==> src/rtl/alu_pkg.sv <==
// alu_pkg: shared definitions for the MIPS ALU.
//   - alu_op_t        : 4-bit ALU-control code type
//   - ALU_* constants : the op encodings understood by mips_alu
//   - uses_subtract() : 1 for ops that run the adder as a + ~b + 1
package alu_pkg;

    typedef logic [3:0] alu_op_t;

    localparam alu_op_t ALU_AND = 4'b0000;
    localparam alu_op_t ALU_OR  = 4'b0001;
    localparam alu_op_t ALU_ADD = 4'b0010;
    localparam alu_op_t ALU_SUB = 4'b0110;
    localparam alu_op_t ALU_SLT = 4'b0111;
    localparam alu_op_t ALU_NOR = 4'b1100;

    // SLT is decided from the sign of a - b, so it shares the subtract path.
    function automatic logic uses_subtract(input alu_op_t op);
        return (op == ALU_SUB) || (op == ALU_SLT);
    endfunction

endpackage

==> src/rtl/alu_adder.sv <==
// alu_adder: combinational WIDTH-bit adder shared by ADD, SUB and SLT.
// Ports:
//   a, b       : operands
//   invert_b   : 1 -> add ~b instead of b (subtraction)
//   carry_in   : carry into bit 0 (1 together with invert_b gives a - b)
//   sum        : WIDTH-bit sum
//   carry_out  : carry out of bit WIDTH-1
//   overflow   : signed overflow of a + b_eff + carry_in
module alu_adder #(
    parameter int WIDTH = 32
) (
    input  logic [WIDTH-1:0] a,
    input  logic [WIDTH-1:0] b,
    input  logic             invert_b,
    input  logic             carry_in,
    output logic [WIDTH-1:0] sum,
    output logic             carry_out,
    output logic             overflow
);

    logic [WIDTH-1:0] b_eff;
    logic [WIDTH:0]   full_sum;

    // Conditional inversion of b, one XOR per bit.
    generate
        for (genvar gi = 0; gi < WIDTH; gi++) begin : g_binv
            assign b_eff[gi] = b[gi] ^ invert_b;
        end
    endgenerate

    assign full_sum  = {1'b0, a} + {1'b0, b_eff} + {{WIDTH{1'b0}}, carry_in};
    assign sum       = full_sum[WIDTH-1:0];
    assign carry_out = full_sum[WIDTH];

    // Overflow: both addends share a sign and the sum's sign differs from it.
    // With invert_b this becomes "a and b differ in sign, result sign != a".
    assign overflow  = (a[WIDTH-1] == b_eff[WIDTH-1]) && (sum[WIDTH-1] != a[WIDTH-1]);

endmodule

==> src/rtl/mips_alu.sv <==
// mips_alu: registered WIDTH-bit ALU (AND, OR, ADD, SUB, SLT, NOR).
// Outputs are captured on the rising edge of clk; reset is asynchronous.
// Ports:
//   clk      : system clock, rising-edge active
//   reset    : asynchronous active-high reset (result=0, flags=0, zero=1)
//   a, b     : operands
//   op       : ALU control code (see alu_pkg)
//   zero     : registered, 1 when registered result == 0
//   result   : registered operation result
//   overflow : registered signed-overflow flag (ADD/SUB only)
//   carry    : registered carry-out flag (ADD/SUB only)
import alu_pkg::*;

module mips_alu #(
    parameter int WIDTH = 32
) (
    input  logic             clk,
    input  logic             reset,
    input  logic [WIDTH-1:0] a,
    input  logic [WIDTH-1:0] b,
    input  logic [3:0]       op,
    output logic             zero,
    output logic [WIDTH-1:0] result,
    output logic             overflow,
    output logic             carry
);

    logic             sub_mode;
    logic [WIDTH-1:0] add_sum;
    logic             add_carry;
    logic             add_ovf;

    logic [WIDTH-1:0] result_next;
    logic             overflow_next;
    logic             carry_next;
    logic             zero_next;
    logic             slt_bit;

    assign sub_mode = uses_subtract(alu_op_t'(op));

    alu_adder #(.WIDTH(WIDTH)) u_adder (
        .a         (a),
        .b         (b),
        .invert_b  (sub_mode),
        .carry_in  (sub_mode),
        .sum       (add_sum),
        .carry_out (add_carry),
        .overflow  (add_ovf)
    );

    // Signed less-than that survives overflow of a - b.
    assign slt_bit = add_sum[WIDTH-1] ^ add_ovf;

    always_comb begin
        result_next   = '0;
        overflow_next = 1'b0;
        carry_next    = 1'b0;
        case (op)
            ALU_AND: result_next = a & b;
            ALU_OR:  result_next = a | b;
            ALU_ADD: begin
                result_next   = add_sum;
                overflow_next = add_ovf;
                carry_next    = add_carry;
            end
            ALU_SUB: begin
                result_next   = add_sum;
                overflow_next = add_ovf;
                carry_next    = add_carry;
            end
            ALU_SLT: result_next = {{(WIDTH-1){1'b0}}, slt_bit};
            ALU_NOR: result_next = ~(a | b);
            default: ; // undefined (or unknown) codes produce all-zero outputs
        endcase
        zero_next = (result_next == '0);
    end

    always_ff @(posedge clk or posedge reset) begin
        if (reset) begin
            result   <= '0;
            overflow <= 1'b0;
            carry    <= 1'b0;
            zero     <= 1'b1;
        end else begin
            result   <= result_next;
            overflow <= overflow_next;
            carry    <= carry_next;
            zero     <= zero_next;
        end
    end

endmodule

==> config.mk <==
export PLATFORM = sky130hd
export DESIGN_NAME = mips_alu
export DESIGN_NICKNAME = d
export VERILOG_FILES = /design/src/rtl/alu_pkg.sv /design/src/rtl/alu_adder.sv /design/src/rtl/mips_alu.sv
export SDC_FILE = /design/constraint.sdc
export NUM_CORES = 1
export LEC_CHECK = 0
export CAP_MARGIN = 20
export CORE_UTILIZATION = 40
export DETAILED_ROUTE_END_ITERATION = 10
export DONT_BUFFER_PORTS = 1
export PLACE_DENSITY = 0.64
export SETUP_SLACK_MARGIN = 0.15
export SLEW_MARGIN = 20
export SYNTH_ARGS = -nofsm -noshare
export SYNTH_HDL_FRONTEND = slang
export SYNTH_SLANG_ARGS = --single-unit
==> constraint.sdc <==
create_clock -name clk -period 0.99 [get_ports clk]
set_input_delay 0.2475 -clock clk [delete_from_list [all_inputs] [get_ports clk]]
set_output_delay 0.2475 -clock clk [all_outputs]
set_load 0.02 [all_outputs]
# Word level (Yosys, flattened, before mapping)
# Index checks and enable logic that the tools add are counted.
totals:
  ram_bits: 0
  regBits: 35
  n_memories: 0
  mem_bits_ro: 0
  in_bits: 70
  elab_cells: 57
  latchBits: 0
op_classes:
  bitwise_logic: 36
  shift: 0
  n_mux: 3
  div: 0
  reduce_logical: 5
  n_eq_ne: 7
  n_mul: 0
  order_cmp: 0
  n_addsub: 2
op_table:
  columns: ["operator", "n"]
  rows:
  - ["one-hot mux 32 bit (5 select lines)", 1]
  - ["adder 32 x 32 -> 33 bit", 1]
  - ["adder 33 x 1 -> 33 bit", 1]
  - ["bitwise XOR 1 bit", 33]
  - ["AND 32 bit", 1]
  - ["zero test 32 bit", 1]
  - ["NOT 32 bit", 1]
  - ["OR 32 bit", 1]
  - ["equality test 4 x 3 -> 1 bit, second input constant", 2]
  - ["equality test 4 x 1 -> 1 bit, second input constant", 1]
  - ["equality test 4 x 2 -> 1 bit, second input constant", 1]
  - ["equality test 4 bit, second input constant", 1]
  - ["zero test 4 bit", 1]
  - ["2-to-1 mux 1 bit", 2]
  - ["OR reduction 2 bit", 1]
  - ["equality test 1 bit", 1]
  - ["logical AND 1 bit", 1]
  - ["logical OR 1 bit", 1]
  - ["!= test 1 bit", 1]

# Depth between registers and ports, before layout
logic_depth:
  word_depth: 10
  mapped_depth: 17

# Cells and area by module
# A second synthesis with hierarchy kept.
unflattened:
  hier_cells: 538
  hier_area_um2: 4331.7
modules_own_cells:
  columns: ["module", "seq_area_each_um2", "area_each_um2", "cells_each", "n_inst"]
  rows:
  - ["alu_adder", 0.0, 2184.6, 310, 1]
  - ["mips_alu", 877.1, 2147.1, 228, 1]

# Worst setup path after synthesis
# No wires, ideal clock.
synth_timing:
  kind: "input port to flip-flop"
  startpoint: "input op[1]"
  endpoint: "register zero"
  path_stages: 16
  setup_ns: 0.088
  arrival_ns: 4.044
  slack_ns: -3.142
  path_cell_list: "clkbuf_1 -> nand3b_1 -> clkbuf_1 -> buf_1 -> xnor2_1 -> fa_1 -> a21oi_1 -> o211ai_2 -> a221oi_1 -> o21ai_1 -> xor2_1 -> o2bb2ai_1 -> or4_1 -> or3_1 -> nand4b_4 -> nor4b_4"
synth_between:
  elab_cells_between_ends: 48
synth_rtl:
  columns: ["element", "line_no", "text"]
  rows:
  - ["start, declared", "mips_alu.sv:21", "input logic [3:0] op,"]
  - ["equality test 4 x 3 -> 1 bit", "alu_pkg.sv:18, mips_alu.sv:58", null]
  - ["logical OR 1 bit", "alu_pkg.sv:18", "return (op == ALU_SUB) || (op == ALU_SLT);"]
  - ["bitwise XOR 1 bit", "alu_adder.sv:27", "assign b_eff[gi] = b[gi] ^ invert_b;"]
  - ["adder 32 x 32 -> 33 bit", "alu_adder.sv:31", "assign full_sum = {1'b0, a} + {1'b0, b_eff} + {{WIDTH{1'b0}}, carry_in};"]
  - ["adder 33 x 1 -> 33 bit", "alu_adder.sv:31", null]
  - ["one-hot mux 32 bit (5 select lines) (*)", "mips_alu.sv:58", "case (op)"]
  - ["net result_next[16]", "mips_alu.sv:33", "logic [WIDTH-1:0] result_next;"]
  - ["zero test 32 bit (*)", "mips_alu.sv:75", "zero_next = (result_next == '0);"]
  - ["net zero_next", "mips_alu.sv:36", "logic zero_next;"]
  - ["end signal, assigned", "mips_alu.sv:88", "zero <= zero_next;"]
  - ["end, declared", "mips_alu.sv:22", "output logic zero,"]
# The timed path passes the listed nets; every way through them passes the cells marked *.

# Worst setup path after layout
layout_timing:
  startpoint: "input op[3]"
  endpoint: "register zero"
# Same word-level chain as after synthesis.

==> impl_metrics.toml <==
[clock_tree]
cts_buffer_depth = 2
path_clk_slew_ps = 70
cts-htree-levels = 2
cts.sinks = 35
cts_tree = "built"
root_buffer = "clkbuf_8"
cts_buffers = 5

[sta]
slew_viol_final = 0
grt_setup_unrepaired = "true"
period_share_pct = 334.5
min_period_ps = 3311
fmaxAchievable_mhz = 302.0
tightest_slew_ps = 565.5
setup_viol = 63
tns_ps = -52860
fin_ws_ps = -2321
relSlewSlack_pct = 61.98
hold_viol = 0

[routing]
totalWireLength_um = 18830
ant_nets = 0
viasPerCell = 6.167
wl_per_cell_um = 21.87
drt_pass1_iterations = 5
first_iter_violations = 435
post-route-drc-count = 0
vias = 5310

[floorplan]
floorplan.core_area_mm2 = 0.01042
die_w_um = 106.2
start_util_pct = 41.68
row_count = 37
io_pins = 105
fp.dieH_um = 106.2
dieArea_mm2 = 0.01128

[logic_synthesis]
syn_nets = 659
synth_edf_count = 0
ys_seq_area_share_pct = 20.20
synth-seq-cells = 35
synthFlopType = "dfrtp_1"
synth_top_area_cell = "dfrtp_1"
synthArstFlopShare_pct = 100.0
synth_cells = 549
yosys-top-cells-area = "dfrtp_1 (20%), ha_1 (11%), xnor2_1 (8.5%), a21oi_1 (7.5%), maj3_1 (7.1%)"
netlist-cell-type-count = 65
yosysMostFrequentCell = "a21oi_1"
syn_area_mm2 = 0.004342
yosys_warnings = 0
synth_top_area_share_pct = 19.60
synth_common_cells = "a21oi_1 (65), nand2_1 (43), xnor2_1 (42), ha_1 (39), dfrtp_1 (34)"
avgSynthCellArea_um2 = 7.908

[setup_path]
crit_type = "in2reg"
crit_required_ps = 1220
crit_arrival_ps = 3540
startpoint_type = "primary input"
endpoint_kind = "flip-flop"
cp_max_fo = 8

[grt]
grt_pass1_vias = 5298
grt_overflow = 0
grt_pass1_wl_um = 27400
grt_use_total_pct = 31.43
antenna_found_initial = 0
grt_max_degree = 40

[run_status]
status = "finished with violations"
violations = "negative setup slack"

[final_layout]
n_antenna_cell = 0
layout-drive-gt1-share_pct = 53.93
area_delta_synth_final_pct = 72.88
instances_no_fill = 861
fin_nets = 834

[place]
dp.cells = 809
port_buffers = 0
dp_hpwl_um = 12630
place_congestion = 0.9907

[run]
maxCapViolCount = 0

[power_and_ir_drop]
irDropWorstVdd_mv = 0.7650
p_leak_uw = 0.003103
p_per_area_mw_per_mm2 = 1078

[min_path]
worst_hold_path_type = "in2reg"
==> timing repair <==
item	in CTS	in global routing
pin swaps	50	31
resized for setup	148	70
hold buffers	1	0
endpoints found under the hold margin	10	0
endpoints found under the setup margin	70	93
cloned	2	0
setup buffers	26	15
==> critical path, cell delays in order <==
cell and delay [ps]:
nand3b_1 190, buf_6 170, buf_8 150, xnor2_1 140
ha_2 420, nand4_1 260, nor2b_2 270, a221oi_4 90
o21ai_2 140, xor2_1 90, o2bb2ai_1 160, or4_1 470
or3_1 320, nand4b_4 190, nor4b_4 210
==> cells in the final DEF, fill, tap and decap left out, types with 13 or more instances in the layout <==
| master | count |
|---|---|
| nand4_1 | 13 |
| xnor2_2 | 13 |
| dfrtp_2 | 30 |
| a21oi_2 | 17 |
| buf_4 | 155 |
| buf_6 | 33 |
| xnor2_1 | 21 |
| a21oi_1 | 34 |
| ha_1 | 17 |
| ha_4 | 18 |
| nand2_1 | 36 |
| nor2_1 | 29 |
| maj3_1 | 31 |
| nor3_1 | 27 |
| a21oi_4 | 14 |
| o21ai_2 | 16 |
==> per-layer routing <==
| layer | track usage, % | vias to the layer above | part of all wire [%] |
|---|---|---|---|
| met5 | 0 | - | 0 |
| met1 | 39.55 | 2588 | 40 |
| met2 | 52.88 | 252 | 49 |
| met4 | 13.49 | 0 | 4.3 |
| li1 | - | 2392 | - |
| met3 | 5.089 | 78 | 7.7 |
==> cell type report <==
type,instances,area (µm²)
multi-input cells,468,4497
fillers,734,2910
repair buffers,200,1768
flip-flops and latches,35,914.6
well taps,136,170.2
clock buffers,8,100.1
inverters,14,56.30
==> cell families (layout without fill, tap and decap cells) <==
kind of cell / after synthesis / after routing / synth area share (%)
AOI/OAI and AO/OA: 173 / 173 / 25.51
xor gates and xnor gates: 56 / 56 / 11.30
buffers and inverters: 46 / 222 / 4.092
DFF: 35 / 35 / 20.20
and+or+nand+nor: 167 / 167 / 19.83
muxes: 1 / 1 / 0.2306
adders and majority gates: 71 / 71 / 18.85
==> path summary, 6_finish.rpt <==
path                        endpoint  start  slack, ps  cells past startpoint
min in group asynchronous      carry  reset        460                      3
setup / recovery                zero  op[3]      -2320                     15
hold / removal             result[4]  op[1]         30                      1
max in group asynchronous       zero  reset        330                      3
==> registers in the layout, indices dropped and copies added, names as in the netlist <==
signal,count
result,32
carry,1
overflow,1
zero,1
==> report_power, final <==
group	leakage (µW)	switching (µW)	internal, µW	total, µW
Clock	0.0000515	520	634	1150
Sequential	0.000422	206	1570	1780
Combinational	0.00263	2490	2680	5160
Total	0.00310	3210	4880	8090
==> metrics by stage <==
step                      hold WS, ps  setup WS [ps]  utilization [%]  area [µm²]  total power [µW]
after floorplan                 194.2          -2527                -        4733              4086
after global placement          89.32          -2541            56.68        5904              5439
after detailed placement        96.13          -2672            56.68        5904              5500
after CTS                       14.97          -2215            67.29        7009              7509
after global routing            29.06          -2517            72.06        7506              8513
final                           25.04          -2321            72.06        7506              8095
(Power assumes the default switching activity.)
